--- src/rtl/alu_seq.sv ---
// Multi-cycle calculator ALU: add/sub in one pass, shift-add multiply and
// restoring fixed-point divide, reported through a start/done handshake.
module alu_seq #(
    parameter int WIDTH = 4,
    parameter int RES_W = 11,
    parameter int SCALE = 100
) (
    input  logic             clk_ALU,
    input  logic             rst_n_ALU,
    input  logic             start,
    input  logic [WIDTH-1:0] reg_1_from_sw,
    input  logic [WIDTH-1:0] reg_2_from_sw,
    input  logic [3:0]       arif_from_top,
    output logic             busy,
    output logic             done,
    output logic [RES_W-1:0] ind_1,
    output logic [2:0]       control,
    output logic [1:0]       state_dbg
);

    localparam int DVD_W  = WIDTH + $clog2(SCALE + 1);
    localparam int PROD_W = 2 * WIDTH;
    localparam int FULL_W = (PROD_W > DVD_W) ? PROD_W : DVD_W;
    localparam int CNT_W  = $clog2(DVD_W + 1);

    // Handshake: start is sampled only in IDLE; busy rises on the accept edge
    // and falls on the edge that raises the one-cycle done pulse.
    typedef enum logic [1:0] {S_IDLE, S_MUL, S_DIV, S_FIN} state_t;
    typedef enum logic [2:0] {OP_ADD, OP_SUB, OP_MUL, OP_DIV, OP_DZ, OP_ILL} op_t;

    state_t            state;
    op_t               op;
    logic [WIDTH-1:0]  a_r, b_r;
    logic [PROD_W-1:0] acc, mcand;
    logic [WIDTH-1:0]  mplier;
    logic [DVD_W-1:0]  dq;
    logic [WIDTH:0]    rem;
    logic [CNT_W-1:0]  cnt;
    logic              fin_ph;
    logic [FULL_W-1:0] res_full;
    logic [2:0]        res_stat;

    // One restoring-divide step: dividend bits leave dq's MSB, quotient bits enter its LSB.
    logic [WIDTH:0] rem_sh, rem_nx;
    logic           take;
    assign rem_sh = (rem << 1) | (WIDTH + 1)'(dq[DVD_W-1]);
    assign take   = (rem_sh >= {1'b0, b_r});
    assign rem_nx = take ? (rem_sh - {1'b0, b_r}) : rem_sh;

    assign state_dbg = state;

    always_ff @(posedge clk_ALU or negedge rst_n_ALU) begin
        if (!rst_n_ALU) begin
            state    <= S_IDLE;
            op       <= OP_ADD;
            busy     <= 1'b0;
            done     <= 1'b0;
            ind_1    <= '0;
            control  <= '0;
            a_r      <= '0;
            b_r      <= '0;
            acc      <= '0;
            mcand    <= '0;
            mplier   <= '0;
            dq       <= '0;
            rem      <= '0;
            cnt      <= '0;
            fin_ph   <= 1'b0;
            res_full <= '0;
            res_stat <= '0;
        end else begin
            done <= 1'b0;
            case (state)
                S_IDLE: begin
                    if (start) begin
                        a_r    <= reg_1_from_sw;
                        b_r    <= reg_2_from_sw;
                        busy   <= 1'b1;
                        cnt    <= '0;
                        fin_ph <= 1'b0;
                        acc    <= '0;
                        mcand  <= PROD_W'(reg_1_from_sw);
                        mplier <= reg_2_from_sw;
                        dq     <= DVD_W'(reg_1_from_sw) * DVD_W'(SCALE);
                        rem    <= '0;
                        case (arif_from_top)
                            4'b1110: begin op <= OP_ADD; state <= S_FIN; end
                            4'b1101: begin op <= OP_SUB; state <= S_FIN; end
                            4'b1011: begin op <= OP_MUL; state <= S_MUL; end
                            4'b0111: begin
                                if (reg_2_from_sw == '0) begin
                                    op    <= OP_DZ;
                                    state <= S_FIN;
                                end else begin
                                    op    <= OP_DIV;
                                    state <= S_DIV;
                                end
                            end
                            default: begin op <= OP_ILL; state <= S_FIN; end
                        endcase
                    end
                end
                S_MUL: begin
                    if (mplier[0]) acc <= acc + mcand;
                    mcand  <= mcand << 1;
                    mplier <= mplier >> 1;
                    cnt    <= cnt + 1'b1;
                    if (cnt == CNT_W'(WIDTH - 1)) state <= S_FIN;
                end
                S_DIV: begin
                    rem <= rem_nx;
                    dq  <= {dq[DVD_W-2:0], take};
                    cnt <= cnt + 1'b1;
                    if (cnt == CNT_W'(DVD_W - 1)) state <= S_FIN;
                end
                S_FIN: begin
                    if (!fin_ph) begin
                        // First pass forms the full-width result; second pass truncates and publishes.
                        fin_ph <= 1'b1;
                        case (op)
                            OP_ADD: begin
                                res_full <= FULL_W'(a_r) + FULL_W'(b_r);
                                res_stat <= 3'd0;
                            end
                            OP_SUB: begin
                                res_full <= FULL_W'((a_r >= b_r) ? (a_r - b_r) : (b_r - a_r));
                                res_stat <= (a_r < b_r) ? 3'd1 : 3'd0;
                            end
                            OP_MUL: begin
                                res_full <= FULL_W'(acc);
                                res_stat <= 3'd0;
                            end
                            OP_DIV: begin
                                res_full <= FULL_W'(dq);
                                res_stat <= 3'd4;
                            end
                            OP_DZ: begin
                                res_full <= '0;
                                res_stat <= 3'd2;
                            end
                            default: begin
                                res_full <= '0;
                                res_stat <= 3'd5;
                            end
                        endcase
                    end else begin
                        fin_ph <= 1'b0;
                        done   <= 1'b1;
                        busy   <= 1'b0;
                        state  <= S_IDLE;
                        if (op == OP_DZ || op == OP_ILL) begin
                            control <= res_stat;
                        end else if ((res_full >> RES_W) != '0) begin
                            ind_1   <= '1;
                            control <= 3'd3;
                        end else begin
                            ind_1   <= RES_W'(res_full);
                            control <= res_stat;
                        end
                    end
                end
                default: state <= S_IDLE;
            endcase
        end
    end

endmodule
--- config.mk ---
export PLATFORM = sky130hd
export DESIGN_NAME = alu_seq
export DESIGN_NICKNAME = d
export VERILOG_FILES = /design/src/rtl/alu_seq.sv
export SDC_FILE = /design/constraint.sdc
export NUM_CORES = 1
export LEC_CHECK = 0
export ABC_AREA = 1
export CELL_PAD_IN_SITES_DETAIL_PLACEMENT = 1
export CELL_PAD_IN_SITES_GLOBAL_PLACEMENT = 1
export CORE_AREA = 2 2 114 116
export CTS_BUF_LIST = sky130_fd_sc_hd__clkbuf_2
export DETAILED_ROUTE_END_ITERATION = 10
export DIE_AREA = 0 0 116 118
export PLACE_DENSITY_LB_ADDON = 0.2
export SETUP_SLACK_MARGIN = 0.3
export SYNTH_ARGS = -nofsm -noshare
export SYNTH_HDL_FRONTEND = slang
export SYNTH_SLANG_ARGS = --single-unit
--- constraint.sdc ---
create_clock -name clk_ALU -period 2 [get_ports clk_ALU]
set_input_delay 0.4 -clock clk_ALU [delete_from_list [all_inputs] [get_ports clk_ALU]]
set_output_delay 0.4 -clock clk_ALU [all_outputs]
set_load 0.01 [all_outputs]
== After elaboration in Yosys (flattened, before gate mapping) ==
Index checks and enable logic that the tools add are counted.
Word-level totals
  register bits: 83
  input bits: 15
  output and inout bits: 18
  logic and storage cells: 105
Operators by class
  add/sub/neg operators: 6
  multiply operators: 1
  order comparisons: 3
  equal/unequal tests: 19
  muxes and demuxes: 35
  bitwise operators: 3
  reductions and logical operators: 21
Operators with widths (number)
  $pmux 11 s4: 1
  $pmux 8 s2: 2
  $mux 8: 3
  $pmux 3 s4: 2
  $pmux 4 s2: 3
  $mux 11: 2
  $pmux 11 s2: 1
  $eq 4x4->1 const B: 4
  $mux 4: 4
  $reduce_and 2->1: 7
  $ne 2x2->1 const B: 5
  $sub 4x4->5: 2
  $mul 4x5->9 const B: 1
  $reduce_and 3->1: 3
  $add 8x8->8: 1
  $mux 1: 8
  $mux 2: 4
  $pmux 2 s4: 1
  $reduce_bool 2->1: 4
  $eq 3x2->1 const B: 2
  $eq 3x3->1 const B: 2
  $add 4x4->5: 1
  $ge 5x4->1: 1
  $or 5x1->5: 1
  19 further kinds: 23

== Logic depth before layout (Yosys ltp) ==
  word-level depth: 5
  mapped depth: 14
  mapped depth without buffers: 13

== Least setup slack after synthesis ==
Ideal clock, no wire load.
  path type: input-to-reg
  start: in reg_1_from_sw[2]
  end: reg dq[10]
  library setup time: 126 ps
  arrival: 1705 ps
  data required time: 1874 ps
  path slack: 169 ps
  stages: 10
  path buffers: 0
  cell sequence: inv_1 ha_1 inv_1 ha_1 ha_1 a31oi_1 xor2_1 nand2_1 nand3_1 o21ai_0
Between the ends
  cells in the longest elaborated chain, start to end: 3
Ends and longest elaborated chain
  start, declared: line 11  | input logic [WIDTH-1:0] reg_1_from_sw,
  $mul 4x5->9: line 84  | dq <= DVD_W'(reg_1_from_sw) * DVD_W'(SCALE);
  $mux 11: line 75  | if (start) begin
  $pmux 11 s2: line 73  | case (state)
  end signal, assigned: line 84
  end signal, assigned: line 112  | dq <= {dq[DVD_W-2:0], take};
  end, declared: line 36  | logic [DVD_W-1:0] dq;
Every way passes these cells. The select of a mux whose other input is x is not followed.
A chain may end at the register's enable or synchronous reset.

== Final worst setup path ==
  start: reg a_r[0]
  end: reg res_full[2]
Between the ends
  cells in the longest elaborated chain, start to end: 3
  elaborated cells on any way between the ends: 6
  classes of those cells: add/sub: 3; order compare: 1; mux: 2
Ends and longest elaborated chain
  start, declared: line 33  | logic [WIDTH-1:0] a_r, b_r;
  start signal, assigned: line 76  | a_r <= reg_1_from_sw;
  $sub 4x4->5 or $ge 4x4->1 (tied branches): line 126  | res_full <= FULL_W'((a_r >= b_r) ? (a_r - b_r) : (b_r - a_r));
  $mux 11: line 126
  $pmux 11 s4 *: line 120  | case (op)
  end signal, assigned: line 122  | res_full <= FULL_W'(a_r) + FULL_W'(b_r);
  end signal, assigned: line 126
  end signal, assigned: line 130  | res_full <= FULL_W'(acc);
  end, declared: line 40  | logic [FULL_W-1:0] res_full;
Mark *: on every way between the ends. The rest lies on a longest branch, timed or not.

==> run summary <==
Post-Place Worst Slack = -0.438 ns
Die H = 118 um
Final Net Count = 733
Hold Vio Cnt, Final = 0
final core occ = 50.6%
Syn Nets = 648
I/O Buffers = 32
Max Clock Skew = 0.0368 ns
leading register cell type out of synthesis = dfrtp_1
DR vias/cell = 5.17
element type at the critical path start = register
FP Rows = 41
fmax = 0.544 GHz
max_cap viols = 0
synthesized area = 4900 sq um
status = complete, no violations
area of the die = 13700 sq um
antenna violations before repair = 0
first-pass GRT wire length = 23.2 mm
crit share post-route = 92.0%
Placed Instance Area = 5670 sq um
GRT Residual Overflow = 0
leakage = 3.05 nW
synthesized flop and latch total = 83
Chip Width = 116 um
fraction of layout cells with a size suffix above 1 = 27.4%
first-pass detailed-route iteration total = 4
Crit Path Class = reg2reg
CTS Buf Count = 9
finished layout cell area = 6280 sq um
Peak supply drop = 0.000647 V
CTS sink cnt = 83
crit end category = register
final max-slew violation count = 0
Slew @ Worst Pin = 0.550 ns
number of global-route vias before repair = 4730
CTS tree = yes
Routed Antenna Nets = 0
Tightest Hold Check Type = in2async
Pwr per Cell Area = 1710 nW/um^2
number of synthesized flops with an enable pin = 0
Synth warnings = 0
Arr. time, crit path = 2.34 ns
PnR worst setup slack = 0.161 ns
iteration-0 DRC count of the detailed router = 190
Distinct cells, synth = 37
Avg WL per Cell = 16.9 um
clk_lat worst skew = 0.58 ns
Seq/Total Area, Yosys = 42.4%
setup TNS = 0 ns
number of diodes = 0
Final min period = 1.84 ns
final setup fails = 0
Finished Layout Cells = 850
relative slew slack = 63.1%
Mapped Avg Cell Area = 8.33 sq um
GRT Overall Usage = 21.6%
Placed Cells = 810
IO Pins = 33
Initial Utilization = 39.5%
clock tree buffer depth = 2
DRC Markers = 0
crit-path max FO = 3
via count = 4392
async set-reset flop share out of synthesis = 100%
cell taking the most area after synthesis = dfrtp_1
Synth area leaders = dfrtp_1, nand2_1, ha_1
Post-Syn Instances = 588
Fillers = 1528
GPL Wtd Cong = 0.823
Area Growth Syn to Fin = 28.2%
RSZ-0062 raised after global routing = true
clock root buffer = clkbuf_2
final WL = 14.4 mm
Max H-tree Level = 3
Clk pin slew, worst setup/hold paths = 0.25 ns
required time of the critical path = 2.50 ns
hold slack = 0.266 ns
total power after layout = 10.7 mW
core area = 12400 sq um
largest net degree at the start of global routing = 38
top cell type's share of synthesized area = 42.4%
Final HPWL DP = 10.5 mm
[area by class of cell]
class	count	area [sq um]	share of cell area, %
Clock buffer	10	50.0	0.797
Clock inverter	6	48.8	0.777
Inverter	91	353	5.62
Multi-Input combinational cell	403	2820	44.8
Sequential cell	83	2080	33.1
Tap cell	172	215	3.43
Timing Repair Buffer	85	719	11.5
[report_power, final]
| group | switching (mW) | internal (mW) | total [mW] |
|---|---|---|---|
| combinational | 3.95 | 2.94 | 6.89 |
| clock | 0.646 | 0.187 | 0.833 |
| sequential | 0.588 | 2.40 | 2.99 |
| total | 5.19 | 5.53 | 10.7 |
[logic make-up (layout without fill, tap and decap cells)]
logic type	Yosys count	in the layout	share of synthesized area, %
flip-flops	83	83	42.4
multiplexers	10	10	2.30
adder cells (fa/ha/maj)	45	45	12.4
AND/OR/NAND/NOR	226	226	19.5
XOR/XNOR	9	9	1.61
buffers and inverters	102	192	8.17
AO/OA/AOI/OAI	113	113	13.6
[Yosys cell counts (6+ instances only)]
cell type  count
nand4_1        6
ha_1          39
nor2_1        33
a21oi_1       16
nand3_1       28
a31oi_1       13
mux2_2        10
fa_1           6
a22oi_1        8
nand2_1      145
o21ai_0       44
o211ai_1       9
inv_1         85
o22ai_1       12
dfrtp_1       83
[worst paths after layout]
kind | from | endpoint | slack [ns] | depth (start not counted)
worst min register to register | res_full[3]$_DFFE_PN0P_ | res_full[3]$_DFFE_PN0P_ | 0.51 | 2
max in group asynchronous | rst_n_ALU | acc[2]$_DFFE_PN0P_ | 1.09 | 3
worst max-delay path | a_r[0]$_DFFE_PN0P_ | res_full[2]$_DFFE_PN0P_ | 0.16 | 10
worst max register to register | a_r[0]$_DFFE_PN0P_ | res_full[2]$_DFFE_PN0P_ | 0.16 | 10
worst min-delay path | rst_n_ALU | b_r[3]$_DFFE_PN0P_ | 0.27 | 2
min in group clk_ALU | reg_1_from_sw[2] | a_r[2]$_DFFE_PN0P_ | 0.38 | 4
[critical path, stage by stage (launching register included)]
cell and delay [ns]:
dfrtp_1 0.46, buf_4 0.14, ha_4 0.14, inv_4 0.04, fa_2 0.38, xnor2_1 0.22
nand4_1 0.13, nand3_1 0.08, nand2_1 0.07, nand2_1 0.06, nand2_1 0.04
[metal layers]
metal	global-route usage, %	routed length, um	up-vias
met5	0	0	-
met2	38.3	7450	61
li1	-	-	2104
met3	3.66	365	26
met4	6.10	354	0
met1	26.6	6200	2201
[timing repair]
action	4_1_cts	5_1_grt
setup buffers	10	12
resized for setup	114	63
hold endpoints to repair	28	0
hold buffers	1	0
endpoints found under the setup margin	80	58
gates cloned	0	1
pin swaps	16	24
[cells in the final DEF (no fill, tap or decap), drive strengths merged, types with 3 or more instances in the layout]
| cell | Yosys | routed |
|---|---|---|
| a22oi | 8 | 8 |
| ha | 39 | 39 |
| clkdlybuf4s50 | 0 | 9 |
| buf | 7 | 69 |
| nand4 | 6 | 6 |
| mux2 | 10 | 10 |
| o211ai | 9 | 9 |
| clkinv | 1 | 3 |
| xnor2 | 4 | 4 |
| o21ai | 51 | 51 |
| xor2 | 5 | 5 |
| nand3 | 30 | 30 |
| nor2 | 34 | 34 |
| dfrtp | 83 | 83 |
| inv | 90 | 93 |
| fa | 6 | 6 |
| a31oi | 13 | 13 |
| nand2 | 146 | 146 |
| dlygate4sd2 | 0 | 4 |
| nor3 | 7 | 7 |
| o22ai | 12 | 12 |
| a21oi | 16 | 16 |
| clkbuf | 4 | 12 |
[registers in the layout, summed over array words and instances (netlist names), 8 cells and up]
name      count
dq           11
acc           8
mcand         8
ind_1        11
res_full     11
No activity file was read; power rests on OpenSTA's default activity.
